==> src/rtl/sevenseg_scan.sv <==
// sevenseg_scan
// Drives a 4-digit common-anode seven-segment display by time-multiplexing
// the digits. A 16-bit value is shown as four hex digits, with a decimal
// point per digit and optional leading-zero blanking. New data is held in a
// pending buffer and copied to the active buffer only at a frame boundary,
// so one scan never mixes old and new digits.
//
// Parameters:
//   CLK_DIV  clock cycles per digit slot (must be >= GUARD+2)
//   GUARD    cycles at the start of each slot with every anode off
// Ports:
//   clk       system clock, all logic on the rising edge
//   rst       synchronous active-high reset
//   value     display data, value[15:12] is digit 3 (leftmost)
//   dp        decimal-point request, dp[i] belongs to digit i
//   blank_lz  leading-zero blanking enable
//   load      one-cycle strobe that captures value/dp/blank_lz as pending
//   an        digit anodes, active-low, an[i] is digit i
//   seg       segments a..g on seg[0]..seg[6], active-low
//   dp_n      decimal point, active-low
//   frame     one-cycle pulse on the first output cycle of a frame that
//             uses freshly applied data
module sevenseg_scan #(
  parameter int CLK_DIV = 100000,
  parameter int GUARD   = 16
) (
  input  logic        clk,
  input  logic        rst,
  input  logic [15:0] value,
  input  logic [3:0]  dp,
  input  logic        blank_lz,
  input  logic        load,
  output logic [3:0]  an,
  output logic [6:0]  seg,
  output logic        dp_n,
  output logic        frame
);

  localparam int CW = (CLK_DIV > 1) ? $clog2(CLK_DIV) : 1;

  logic [CW-1:0] cnt;
  logic [1:0]    idx;
  logic          slot_end;
  logic          frame_edge;

  logic [15:0]   pend_value;
  logic [3:0]    pend_dp;
  logic          pend_blz;
  logic          pend_flag;
  logic [15:0]   act_value;
  logic [3:0]    act_dp;
  logic          act_blz;
  logic          applied;

  logic [3:0]    nibble;
  logic [3:0]    blank_vec;
  logic          cur_blank;
  logic          cur_dp;
  logic          guard_done;
  logic [6:0]    glyph;
  logic [3:0]    an_next;
  logic [6:0]    seg_next;

  assign slot_end   = (cnt == CW'(CLK_DIV - 1));
  assign frame_edge = slot_end && (idx == 2'd3);

  always_ff @(posedge clk) begin
    if (rst) begin
      cnt <= '0;
      idx <= 2'd0;
    end else if (slot_end) begin
      cnt <= '0;
      idx <= idx + 2'd1;
    end else begin
      cnt <= cnt + CW'(1);
    end
  end

  // A load on the boundary cycle must not be lost: the old pending data moves
  // to active while the new data lands in pending with the flag kept set.
  always_ff @(posedge clk) begin
    if (rst) begin
      pend_value <= '0;
      pend_dp    <= '0;
      pend_blz   <= 1'b0;
      pend_flag  <= 1'b0;
      act_value  <= '0;
      act_dp     <= '0;
      act_blz    <= 1'b0;
      applied    <= 1'b0;
    end else begin
      applied <= frame_edge && pend_flag;
      if (frame_edge && pend_flag) begin
        act_value <= pend_value;
        act_dp    <= pend_dp;
        act_blz   <= pend_blz;
      end
      if (load) begin
        pend_value <= value;
        pend_dp    <= dp;
        pend_blz   <= blank_lz;
        pend_flag  <= 1'b1;
      end else if (frame_edge) begin
        pend_flag  <= 1'b0;
      end
    end
  end

  // Blanking cascades from the left: a digit can only be blank if every
  // digit to its left is blank too. Digit 0 always shows.
  always_comb begin
    nibble       = act_value[{idx, 2'b00} +: 4];
    blank_vec    = 4'b0000;
    blank_vec[3] = act_blz && (act_value[15:12] == 4'h0);
    blank_vec[2] = blank_vec[3] && (act_value[11:8] == 4'h0);
    blank_vec[1] = blank_vec[2] && (act_value[7:4] == 4'h0);
    cur_blank    = blank_vec[idx];
    cur_dp       = act_dp[idx];
    guard_done   = int'(cnt) >= GUARD;
  end

  always_comb begin
    glyph = 7'h7F;
    case (nibble)
      4'h0: glyph = 7'b1000000;
      4'h1: glyph = 7'b1111001;
      4'h2: glyph = 7'b0100100;
      4'h3: glyph = 7'b0110000;
      4'h4: glyph = 7'b0011001;
      4'h5: glyph = 7'b0010010;
      4'h6: glyph = 7'b0000010;
      4'h7: glyph = 7'b1111000;
      4'h8: glyph = 7'b0000000;
      4'h9: glyph = 7'b0010000;
      4'hA: glyph = 7'b0001000;
      4'hB: glyph = 7'b0000011;
      4'hC: glyph = 7'b1000110;
      4'hD: glyph = 7'b0100001;
      4'hE: glyph = 7'b0000110;
      4'hF: glyph = 7'b0001110;
      default: glyph = 7'h7F;
    endcase
  end

  // A blank digit still lights its anode when its decimal point is wanted,
  // so the dot remains visible with the segments off.
  always_comb begin
    an_next = 4'hF;
    if (guard_done && (!cur_blank || cur_dp)) begin
      an_next[idx] = 1'b0;
    end
    seg_next = cur_blank ? 7'h7F : glyph;
  end

  always_ff @(posedge clk) begin
    if (rst) begin
      an    <= 4'hF;
      seg   <= 7'h7F;
      dp_n  <= 1'b1;
      frame <= 1'b0;
    end else begin
      an    <= an_next;
      seg   <= seg_next;
      dp_n  <= ~cur_dp;
      frame <= applied;
    end
  end

endmodule

==> config.mk <==
export PLATFORM = sky130hd
export DESIGN_NAME = sevenseg_scan
export DESIGN_NICKNAME = d
export VERILOG_FILES = /design/src/rtl/sevenseg_scan.sv
export SDC_FILE = /design/constraint.sdc
export NUM_CORES = 1
export LEC_CHECK = 0
export CORE_UTILIZATION = 52
export CTS_CLUSTER_DIAMETER = 120
export CTS_CLUSTER_SIZE = 8
export DETAILED_ROUTE_END_ITERATION = 7
export PLACE_DENSITY = 0.81
export SLEW_MARGIN = 30
export SYNTH_ARGS = -nofsm -noshare
export SYNTH_HDL_FRONTEND = slang
export SYNTH_SLANG_ARGS = --single-unit
==> constraint.sdc <==
create_clock -name clk -period 2.5 [get_ports clk]
set_input_delay 0.25 -clock clk [delete_from_list [all_inputs] [get_ports clk]]
set_output_delay 0.25 -clock clk [all_outputs]
set_load 0.1 [all_outputs]
==> Word-level counts from Yosys, hierarchy flattened <==
Memories as Yosys holds them, arrays and structs flattened. A register that Yosys moved wholly into a read port is not among the register bits.
Cells that the tools add are included.
{ "op_classes": {"order_cmp": 3, "add_sub_neg": 2, "reduce_logical": 16, "n_mux": 8, "shifts": 1, "n_eq_ne": 2, "n_bitwise": 3} }
{ "ops": {"columns": ["cell", "n"], "rows": [
  ["adder 17 x 1 -> 17 bit (second input constant)", 1],
  ["equality test 17 bit (second input constant)", 1],
  ["greater-or-equal comparator 17 x 5 -> 1 bit (second input constant)", 1],
  ["variable part select 16 x 5 -> 4 bit", 1],
  ["logical NOT 4 bit", 3],
  ["logical AND 1 bit", 7],
  ["OR reduction 2 bit", 3],
  ["2-to-1 mux 1 bit", 5],
  ["binary-select mux 1 bit (select 2 bit)", 2],
  ["NOT 4 bit", 1],
  ["< comparator 2 x 3 -> 1 bit (second input constant)", 1],
  ["adder 2 x 1 -> 2 bit (second input constant)", 1],
  ["demux 1 bit (select 2 bit)", 1],
  ["equality test 2 bit (second input constant)", 1],
  ["greater-or-equal comparator 2 x 1 -> 1 bit (second input constant)", 1],
  ["NOT 1 bit", 2],
  ["nonzero test 2 bit", 1],
  ["logical NOT 1 bit", 1],
  ["logical OR 1 bit", 1]
]} }
{ "totals": {"memories": 1, "mem_bits_ro": 112, "word_cells": 49, "out_inout_bits": 13, "register_bits": 69} }
{ "memory_table": {"columns": ["memory", "depth", "width", "read_ports", "rd_clocked_by_memory_dff", "wr", "line", "text"], "rows": [
  ["(no name shown)", 16, 7, 1, 1, 0, "124", "case (nibble)"]
]} }

==> Longest topological paths before layout <==
{ "logic_depth": {"ltp_word": 11, "depth_mapped": 8, "depth_no_buf": 7} }

==> Least setup slack after synthesis <==
Ideal clock, no wire load.
{ "synth_timing": {"kind": "flip-flop to flip-flop", "start": "register idx[0]", "end": "register seg[3]", "t_arrival_ps": 2064, "synth_period_minus_slack_ps": 2191, "path_stages_with_launch": 8, "setup_slack_ps": 309, "required_time_ps": 2373, "cell_sequence": "dfxtp_1 -> buf_6 -> mux4_2 -> inv_1 -> ha_1 -> inv_1 -> mux4_2 -> or3_1"} }
{ "synth_between": {"elab_chain_len": 3, "word_cells_on_any_way": 4, "cone_classes": "shift (1); mux (2); reduce/logical (1)"} }
{ "synth_lines": {"columns": ["item", "line", "text"], "rows": [
  ["start, declared", "42", "logic [1:0] idx;"],
  ["start signal, assigned", "73", "idx <= idx + 2'd1;"],
  ["branches (longest 3 deep; another with variable part select 16 x 5 -> 4 bit)", null, null],
  ["end, declared", "34", "output logic [6:0] seg,"]
]} }
Parallel ways; which one is timed is not known. The select of a mux whose other input is x is not followed.
A chain may end at the register's enable or synchronous reset.

==> Final worst setup path <==
Same ends and word-level chain as after synthesis.

==> results.py <==
metrics = {
    "setup_path": {
        "cp-end-kind": "register",
        "cp-start-kind": "register",
        "startpoint": "idx[0]$_SDFFE_PP0P_",
        "rr_startpoint": "idx[0]$_SDFFE_PP0P_",
        "cp.arrival_ns": 2.44,
        "worst_ep_required_time_ns": 2.73,
        "path_class": "register to register",
        "worstPathMaxFanout": 6,
    },
    "logic_synthesis": {
        "yosysWarningCount": 0,
        "synth_edf_count": 0,
        "ys_ff_latch": 76,
        "synth-async-reset-ratio": 0,
        "mappedNetlistNets": 395,
        "synth_commonest_cells": "dfxtp_1, nor2_1, a21oi_1",
        "syn_area_mm2": 0.00340,
        "synth_top_cell_by_area": "dfxtp_1",
        "synthCells": 359,
        "synth_top_area_frac": 0.448,
        "yosysSeqAreaShare": 0.448,
        "syn-mean-instance-area_um2": 9.46,
        "synth-main-ff-cell": "dfxtp_1",
        "ys_top_cells_by_area": "dfxtp_1, mux2i_1, o31ai_1",
        "yosysMostFrequentCell": "dfxtp_1",
        "yosysUniqueCellTypes": 41,
    },
    "clock_network": {
        "tritoncts": "done",
        "clock-sinks": 76,
        "worstSkewPairLatency_ns": 0.34,
        "root_buffer": "clkbuf_8",
        "clk_path_buf_depth": 2,
        "htree_levels": 3,
        "cts_hold_buf": 0,
        "post_cts_buffers": 0,
        "cts.clk_slew.worst_paths_ns": 0.07,
        "ctsResizeCount": 0,
        "cts_buffers": 9,
    },
    "min_path": {
        "hp-start": "rst",
        "hold_class": "input port to register",
    },
    "route": {
        "route.detailed.drc": 0,
        "routed-via-count": 2748,
        "antenna_left": 0,
        "viasPerCell": 5.87,
        "drt-initial-drc-count": 158,
        "drt_wl_total_mm": 7.11,
        "first_pass_iters": 5,
        "wl_per_cell_um": 15.2,
    },
    "finish": {
        "multi_input_area_mm2": 0.00170,
        "regArea_mm2": 0.00152,
        "synthToLayoutAreaGrowth_pct": 16.8,
        "nets": 423,
        "n_antenna_cell": 0,
        "utilization": 0.628,
        "drive_gt1_frac": 0.125,
        "fillCellCount": 531,
    },
    "global_routing": {
        "grt_remaining_overflow": 0,
        "grt_pass1_wl_mm": 12.0,
        "grt_pass1_vias": 2626,
        "antenna_found_initial": 0,
        "grt_start_max_net_pins": 37,
        "grt_use_total": 0.218,
    },
    "die": {
        "die_h_um": 82.8,
        "initial_utilization": 0.538,
        "dieArea_mm2": 0.00686,
        "io_pins": 37,
        "rows": 29,
        "die_w_um": 82.8,
        "core-area_mm2": 0.00631,
    },
    "power_and_ir_drop": {
        "cellPowerDensity_mw_per_mm2": 595,
        "switching_share": 0.217,
        "power_switching_uw": 514,
        "pwr-share-clk": 0.401,
        "p_int_mw": 1.85,
        "p_total_mw": 2.36,
        "peakVddDrop_mv": 0.488,
        "power.leakage_nw": 1.46,
        "combPwrFrac": 0.067,
        "seq_power_share": 0.533,
    },
    "sta": {
        "final-max-slew-violation-count": 0,
        "worst_slew_pin_slew_ns": 0.726,
        "rsz0062_at_grt": "false",
        "min_period_ns": 2.21,
        "fin_tns_setup_ns": 0,
        "max_clock_freq_ghz": 0.452,
        "period_share": 0.884,
        "setup_viol": 0,
        "fin_ws_ns": 0.289,
        "skew_ns": 0.00727,
        "relSlewSlack": 0.515,
        "hold_violations": 0,
    },
    "place": {
        "numPortBuffers": 36,
        "dp_hpwl_mm": 4.83,
        "dpl_worst_slack_ns": 0.287,
        "place_congestion": 0.924,
    },
    "outcome": {
        "status": "finished clean",
    },
    "flow_run": {
        "maxCapViolations": 0,
    },
}
-- cell families after synthesis --
logic type      synth area share
simple gates               0.184
flops                      0.448
compound gates             0.126
buf+inv                   0.0527
mux                        0.114
xor+xnor                  0.0309
fa+ha+maj                 0.0442
-- cell usage in the layout (no fill, tap or decap), types with 9 or more instances in the layout --
master / netlist / layout
o31ai_1: 24 / 24
nand4_1: 24 / 24
mux2i_1: 23 / 23
ha_1: 12 / 12
inv_1: 12 / 12
nor2_1: 36 / 36
clkbuf_8: 0 / 12
buf_4: 1 / 24
clkdlybuf4s50_1: 0 / 22
dfxtp_1: 76 / 76
nand2_1: 9 / 9
nand3_1: 13 / 13
a21oi_1: 30 / 30
-- sequential cells by signal, summed over array words and instances, names as in the netlist, 2 cells and up --
signal,flops
seg,7
act_dp,4
pend_value,16
act_value,16
cnt,17
an,4
pend_dp,4
idx,2
-- power groups by stage --
stage	combinational (mW)	clock [mW]	sequential (mW)
floorplan	0.0650	0	1.32
finish	0.157	0.946	1.26
detailed placement	0.159	0	1.29
CTS	0.159	0.971	1.26
global route	0.170	1.02	1.26
global placement	0.156	0	1.29
-- worst paths after layout --
kind	cells past startpoint	slack [ns]	endpoint
max	6	0.29	seg[3]$_SDFF_PP1_
min	2	0.39	pend_value[1]$_SDFFE_PP0P_
max reg2reg	6	0.29	seg[3]$_SDFF_PP1_
min reg2reg	1	0.45	frame$_SDFF_PP0_
-- cell type report --
class | count | share of cell area
clock inverters | 1 | 0.00757
well taps | 77 | 0.0243
multi-input cells | 241 | 0.428
repair buffers | 47 | 0.102
inverters | 12 | 0.0114
clock buffers | 14 | 0.0435
flip-flops and latches | 76 | 0.383
-- worst max-delay path, cell delays in order, from the launching register on --
cell and delay (ns):
dfxtp_1 0.41, mux4_2 0.60, inv_1 0.15, ha_1 0.15
inv_1 0.06, mux4_2 0.43, or3_1 0.30
-- per-stage QoR --
| stage | instances | hold slack, ns | instance area, um^2 |
|---|---|---|---|
| finish | 468 | 0.393 | 3970 |
| CTS | 468 | 0.381 | 3970 |
| floorplan | 359 | 0.354 | 3400 |
| global route | 468 | 0.413 | 3970 |
| global placement | 453 | 0.434 | 3760 |
| detailed placement | 453 | 0.441 | 3760 |
-- per-layer routing --
layer | GRT usage | up-vias | part of all wire
met5 | 0 | - | 0
met4 | 0.0909 | 0 | 0.019
met3 | 0.0577 | 13 | 0.040
met2 | 0.363 | 55 | 0.48
met1 | 0.268 | 1317 | 0.46
li1 | - | 1363 | -
Note: power is estimated with default switching activity, not from simulation.
